==> src/rtl/depth_test_writer.sv <==
// Per-pixel depth test and framebuffer/depth writer, one pixel in flight.
// Optional DEPTH_TEST_STATS_EN adds written/rejected/clipped counters.
module depth_test_writer #(
    parameter  int WIDTH      = 320,
    parameter  int HEIGHT     = 240,
    parameter  int DEPTH_BITS = 26,
    localparam int ADDR_BITS  = $clog2(WIDTH * HEIGHT)
) (
    input  logic                  clk,
    input  logic                  rst_n,
    input  logic [15:0]           in_pixel_x,
    input  logic [15:0]           in_pixel_y,
    input  logic [DEPTH_BITS-1:0] in_depth,
    input  logic [15:0]           in_color,
    input  logic                  in_compare_depth,
    input  logic                  in_valid,
    output logic                  in_ready,
    output logic                  depth_rd_en,
    output logic [ADDR_BITS-1:0]  depth_rd_addr,
    input  logic [DEPTH_BITS-1:0] depth_rd_data,
    output logic                  depth_wr_en,
    output logic [ADDR_BITS-1:0]  depth_wr_addr,
    output logic [DEPTH_BITS-1:0] depth_wr_data,
    output logic [ADDR_BITS-1:0]  fb_wr_addr,
    output logic [15:0]           fb_wr_color,
    output logic                  fb_wr_valid,
    input  logic                  fb_wr_ready,
`ifdef DEPTH_TEST_STATS_EN
    input  logic                  stat_clear,
    output logic [31:0]           stat_written,
    output logic [31:0]           stat_rejected,
    output logic [31:0]           stat_clipped,
`endif
    output logic                  busy
);

    typedef enum logic [1:0] {IDLE, READ, COMPARE, WRITE} state_t;

    state_t                r_state;
    state_t                w_next;
    logic [ADDR_BITS-1:0]  r_addr;
    logic [DEPTH_BITS-1:0] r_depth;
    logic [15:0]           r_color;

    logic                  w_accept;
    logic                  w_clip;
    logic                  w_pass;
    logic                  w_fb_hs;
    logic [ADDR_BITS-1:0]  w_addr;

    assign w_accept = in_valid && (r_state == IDLE);
    assign w_clip   = (in_pixel_x >= 16'(WIDTH)) || (in_pixel_y >= 16'(HEIGHT));
    assign w_pass   = r_depth < depth_rd_data;
    assign w_fb_hs  = (r_state == WRITE) && fb_wr_ready;
    assign w_addr   = ADDR_BITS'(in_pixel_y) * ADDR_BITS'(WIDTH)
                    + ADDR_BITS'(in_pixel_x);

    always_ff @(posedge clk or negedge rst_n) begin
        if (!rst_n) begin
            r_state <= IDLE;
            r_addr  <= '0;
            r_depth <= '0;
            r_color <= '0;
        end else begin
            r_state <= w_next;
            if (w_accept && !w_clip) begin
                r_addr  <= w_addr;
                r_depth <= in_depth;
                r_color <= in_color;
            end
        end
    end

    always_comb begin
        w_next = r_state;
        unique case (r_state)
            IDLE: begin
                if (in_valid && !w_clip)
                    w_next = in_compare_depth ? READ : WRITE;
            end
            READ:    w_next = COMPARE;
            COMPARE: w_next = w_pass ? WRITE : IDLE;
            WRITE:   w_next = fb_wr_ready ? IDLE : WRITE;
            default: w_next = IDLE;
        endcase
    end

    // in_ready is gated by rst_n so every output reads 0 while in reset
    always_comb begin
        in_ready      = rst_n && (r_state == IDLE);
        busy          = r_state != IDLE;
        depth_rd_en   = r_state == READ;
        depth_rd_addr = (r_state == READ) ? r_addr : '0;
        fb_wr_valid   = r_state == WRITE;
        fb_wr_addr    = (r_state == WRITE) ? r_addr : '0;
        fb_wr_color   = (r_state == WRITE) ? r_color : '0;
        depth_wr_en   = w_fb_hs;
        depth_wr_addr = w_fb_hs ? r_addr : '0;
        depth_wr_data = w_fb_hs ? r_depth : '0;
    end

`ifdef DEPTH_TEST_STATS_EN
    logic [31:0] r_stat_written;
    logic [31:0] r_stat_rejected;
    logic [31:0] r_stat_clipped;

    always_ff @(posedge clk or negedge rst_n) begin
        if (!rst_n) begin
            r_stat_written  <= '0;
            r_stat_rejected <= '0;
            r_stat_clipped  <= '0;
        end else if (stat_clear) begin
            r_stat_written  <= '0;
            r_stat_rejected <= '0;
            r_stat_clipped  <= '0;
        end else begin
            if (w_fb_hs)
                r_stat_written <= r_stat_written + 32'd1;
            if (r_state == COMPARE && !w_pass)
                r_stat_rejected <= r_stat_rejected + 32'd1;
            if (w_accept && w_clip)
                r_stat_clipped <= r_stat_clipped + 32'd1;
        end
    end

    assign stat_written  = r_stat_written;
    assign stat_rejected = r_stat_rejected;
    assign stat_clipped  = r_stat_clipped;
`endif

endmodule

==> config.mk <==
export PLATFORM = sky130hd
export DESIGN_NAME = depth_test_writer
export DESIGN_NICKNAME = d
export VERILOG_FILES = /design/src/rtl/depth_test_writer.sv
export SDC_FILE = /design/constraint.sdc
export NUM_CORES = 1
export LEC_CHECK = 0
export ABC_CLOCK_PERIOD_IN_PS = 2450
export CAP_MARGIN = 20
export CELL_PAD_IN_SITES_DETAIL_PLACEMENT = 0
export CELL_PAD_IN_SITES_GLOBAL_PLACEMENT = 1
export CORE_UTILIZATION = 30
export DETAILED_ROUTE_END_ITERATION = 8
export GPL_TIMING_DRIVEN = 0
export PLACE_DENSITY_LB_ADDON = 0.1
export RECOVER_POWER = 25
export SLEW_MARGIN = 20
export SYNTH_ARGS = -nofsm -noshare
export SYNTH_HDL_FRONTEND = slang
export SYNTH_SLANG_ARGS = --single-unit
export TNS_END_PERCENT = 30
==> constraint.sdc <==
create_clock -name clk -period 2.45 [get_ports clk]
set_input_delay 0.3675 -clock clk [delete_from_list [all_inputs] [get_ports clk]]
set_output_delay 0.3675 -clock clk [all_outputs]
set_load 0.1 [all_outputs]
==> flow_metrics.py <==
metrics = {
    "floorplan": {
        "core_area_um2": 14480,
        "die-area_um2": 15230,
        "start_util_pct": 30.54,
        "die_y_um": 123.4,
        "dieWidth_um": 123.4,
        "rows": 44,
        "num_io_pins": 203,
    },
    "critical_path": {
        "cp-end-kind": "flop",
        "path_buf_inv": 1,
        "arrival_ns": 2.81,
        "path_delay_family": "adder cells",
        "reg2reg_from": "r_depth[7]$_DFFE_PN0P_",
        "r2r_slack_ns": 0.47,
        "reg2reg_to": "r_state[1]$_DFFE_PN0P_",
        "path_max_fanout": 3,
        "start_kind": "primary input",
        "cpMaxStageDelayCell": "fa_2",
        "rr_worst_depth": 7,
        "critical_path.max_stage_delay_ns": 0.34,
        "worstSetupPathType": "in2reg",
        "crit_path_cell_trace": "buf_8 > ha_4 > ha_4 > fa_2 > a21o_1 > a21oi_4 > o21bai_1 > a21oi_1 > xnor2_1 > ha_1 > a21oi_1 > o21ai_1 > xnor2_1 > o21ai_1",
        "required_ns": 2.67,
    },
    "route": {
        "vias": 4466,
        "viasPerCell": 4.599,
        "drt_iter0_drc": 122,
        "routed_wl_um": 14830,
        "postRouteAntennaNets": 0,
        "drc_errors": 0,
        "wire_per_inst_um": 15.28,
        "drt-pass1-iter-count": 4,
    },
    "yosys": {
        "yosys_register_bits": 61,
        "syn_inst": 556,
        "syn_nets": 714,
        "async_reset_ff_share_pct": 100.0,
        "synth_cell_types": 38,
        "synth_top_area_share_pct": 34.52,
        "synth_area_per_cell_um2": 7.953,
        "yosysWarnings": 0,
        "yosysTopAreaCell": "dfrtp_1",
        "syn_area_um2": 4422,
        "synth_area_leaders": "dfrtp_1, ha_1, nand2_1, and2_1, and3_1",
        "synth-edff-count": 0,
        "synthFlopType": "dfrtp_1",
        "yosysSeqAreaShare_pct": 34.52,
    },
    "hold_path": {
        "worstHoldEndpoint": "r_addr[6]$_DFFE_PN0P_",
        "hp-start": "in_pixel_y[0]",
        "hold_class": "in2reg",
        "min_path_cells": 4,
    },
    "timing": {
        "fin_ws_ns": -0.1376,
        "slew_headroom_pct": -24.04,
        "final_hold_viol_count": 0,
        "finClkSkew_ns": 0.006376,
        "worst_pin_slew_ns": 1.861,
        "min_period_over_period_pct": 105.6,
        "tns_ns": -0.2139,
        "rsz0062_at_grt": "yes",
        "finalCriticalPeriod_ns": 2.588,
        "setup_viol": 2,
        "slew_violations": 31,
        "fin_hold_ws_ns": 0.4525,
        "fmax_ghz": 0.3865,
    },
    "clock_tree": {
        "htree_levels": 3,
        "cts_tree": "done",
        "cts_sinks": 61,
        "clkLatencyLatePin_ns": 0.34,
        "clk_pin_slew_worst_paths_ns": 0.06,
        "root_buffer": "clkbuf_16",
        "clockBufferDepth": 2,
        "numCtsBuffers": 9,
    },
    "global_route": {
        "grt-ovfl-total": 0,
        "grt_max_degree": 31,
        "antenna_found_initial": 1,
        "gr-usage-all-layers_pct": 19.76,
        "grt_pass1_wl_um": 22440,
        "grt_pass1_vias": 4274,
    },
    "cells_and_area": {
        "nNetsFinal": 940,
        "syn2layout_area_growth_pct": 57.92,
        "final_core_util_pct": 48.23,
        "fillers": 1489,
        "post_route_cells_drive_above_1_share_pct": 20.71,
        "diodes": 0,
    },
    "pwr": {
        "p_int_mw": 2.369,
        "power.total_mw": 3.737,
        "p_switching_mw": 1.368,
        "seqPwrFrac_pct": 27.7,
        "swShare_pct": 36.60,
        "power_frac_clock_pct": 34.2,
        "comb_power_share_pct": 38.0,
        "p_per_area_nw_per_um2": 535.1,
        "p_leak_nw": 3.803,
        "vdd_drop_max_mv": 0.3391,
    },
    "placement": {
        "port_buffers": 202,
        "place_ws_ns": -1.232,
        "routabilityCongestion": 0.7793,
        "dp_hpwl_um": 11350,
    },
    "outcome": {
        "status": "complete, but fails checks",
        "violations": "max-capacitance violations, max-slew violations, negative setup slack",
    },
    "run": {
        "cap_violations": 1,
    },
}
==> worst max path at each step <==
stage,start,to,slack (ns),cells after the start
2_1_floorplan,in_pixel_y[1],r_addr[16]$_DFFE_PN0P_,-0.41,13
3_3_place_gp,rst_n,in_ready,-2.46,3
3_5_place_dp,in_pixel_y[1],r_addr[16]$_DFFE_PN0P_,-1.23,14
4_1_cts,in_pixel_y[6],r_addr[15]$_DFFE_PN0P_,-0.20,11
5_1_grt,in_pixel_y[1],r_addr[16]$_DFFE_PN0P_,-0.23,14
6_report,in_pixel_y[1],r_addr[16]$_DFFE_PN0P_,-0.14,14
==> cells by family (layout without fill, tap and decap cells) <==
group           after synthesis  after routing  synth area share (%)
buf+inv                      62            293                 5.744
fa+ha+maj                    53             53                 15.34
simple gates                304            304                 32.97
xor+xnor                     16             16                 3.169
mux                           1              1                0.2547
flops                        61             61                 34.52
compound gates               59             59                 8.008
==> per-stage QoR <==
| stage | cell area, um2 | instances |
|---|---|---|
| after floorplan | 4431 | 556 |
| final | 6983 | 971 |
| after global placement | 6683 | 942 |
| after CTS | 6972 | 965 |
| after detailed placement | 6700 | 943 |
| after global routing | 6983 | 971 |
==> Yosys cell counts, drive strengths merged (2+ instances only) <==
| master | instances |
|---|---|
| nand2 | 169 |
| xnor2 | 10 |
| nand3 | 3 |
| dfrtp | 61 |
| nor3 | 3 |
| clkbuf | 22 |
| fa | 2 |
| nor2b | 3 |
| ha | 51 |
| a211o | 3 |
| a211oi | 2 |
| a21o | 6 |
| inv | 35 |
| nand4 | 8 |
| or3 | 2 |
| o211ai | 2 |
| a21oi | 17 |
| and3 | 34 |
| o21bai | 2 |
| xor2 | 6 |
| nor4 | 5 |
| nand2b | 4 |
| and2 | 61 |
| nor2 | 11 |
| buf | 5 |
| o21ai | 21 |
==> routing by layer <==
layer | part of all wire [%] | GRT usage [%] | vias up
met2 | 49 | 35.27 | 120
met5 | 0 | 0 | -
met3 | 5.2 | 4.382 | 15
li1 | - | - | 2272
met4 | 1.2 | 5.271 | 0
met1 | 44 | 23.73 | 2059
==> power by group through the flow <==
| stage | Clock (mW) | Combinational [mW] | Sequential [mW] |
|---|---|---|---|
| floorplan | 0 | 0.810 | 1.05 |
| global placement | 0 | 1.30 | 1.05 |
| detailed placement | 0 | 1.32 | 1.05 |
| CTS | 1.32 | 1.39 | 1.04 |
| global route | 1.36 | 1.55 | 1.04 |
| finish | 1.28 | 1.42 | 1.04 |
==> state kept, by name, indices dropped and copies added (netlist names) <==
register  count
r_depth      26
r_state       2
r_addr       17
r_color      16
==> cells in the final DEF (no fill, tap or decap), drive strengths merged, types with 2 or more instances in the layout <==
| cell type | netlist | final |
|---|---|---|
| ha | 51 | 51 |
| inv | 35 | 35 |
| fa | 2 | 2 |
| o21ai | 21 | 21 |
| clkdlybuf4s15 | 0 | 16 |
| o211ai | 2 | 2 |
| a21oi | 17 | 17 |
| o21bai | 2 | 2 |
| a211o | 3 | 3 |
| nand3 | 3 | 3 |
| and3 | 34 | 34 |
| a211oi | 2 | 2 |
| xor2 | 6 | 6 |
| nand4 | 8 | 8 |
| nor2b | 3 | 3 |
| clkdlybuf4s50 | 0 | 95 |
| nand2 | 169 | 169 |
| nand2b | 4 | 4 |
| and2 | 61 | 61 |
| clkinv | 0 | 2 |
| dlygate4sd3 | 0 | 2 |
| clkbuf | 22 | 47 |
| nor2 | 11 | 11 |
| nor4 | 5 | 5 |
| xnor2 | 10 | 10 |
| buf | 5 | 90 |
| dlymetal6s2s | 0 | 3 |
| or3 | 2 | 2 |
| dfrtp | 61 | 61 |
| a21o | 6 | 6 |
| nor3 | 3 | 3 |
==> final cells by class <==
type	count	area, um2	share of cell area [%]
inverter	35	131.4	1.881
buffer	26	127.6	1.828
clock buffer	12	246.5	3.530
timing repair buffer	216	1837	26.30
sequential	61	1526	21.86
clock inverter	4	47.55	0.6809
tap	184	230.2	3.297
multi-input combinational	433	2836	40.62
==> repair_timing <==
action,CTS,global route
endpoints found under the setup margin,104,75
buffers inserted,3,6
hold endpoints to repair,22,0
gates resized for setup,492,63
hold buffers,4,0
pin swaps,15,23
==> worst register-to-register path, cell delays in order (launching register included) <==
cell	delay (ns)
dfrtp_1	0.40
ha_1	0.30
a21o_1	0.16
a21oi_1	0.14
nor2b_1	0.06
a211o_1	0.29
a211o_1	0.35
a32oi_1	0.20
No activity file was read; power rests on OpenSTA's default activity.
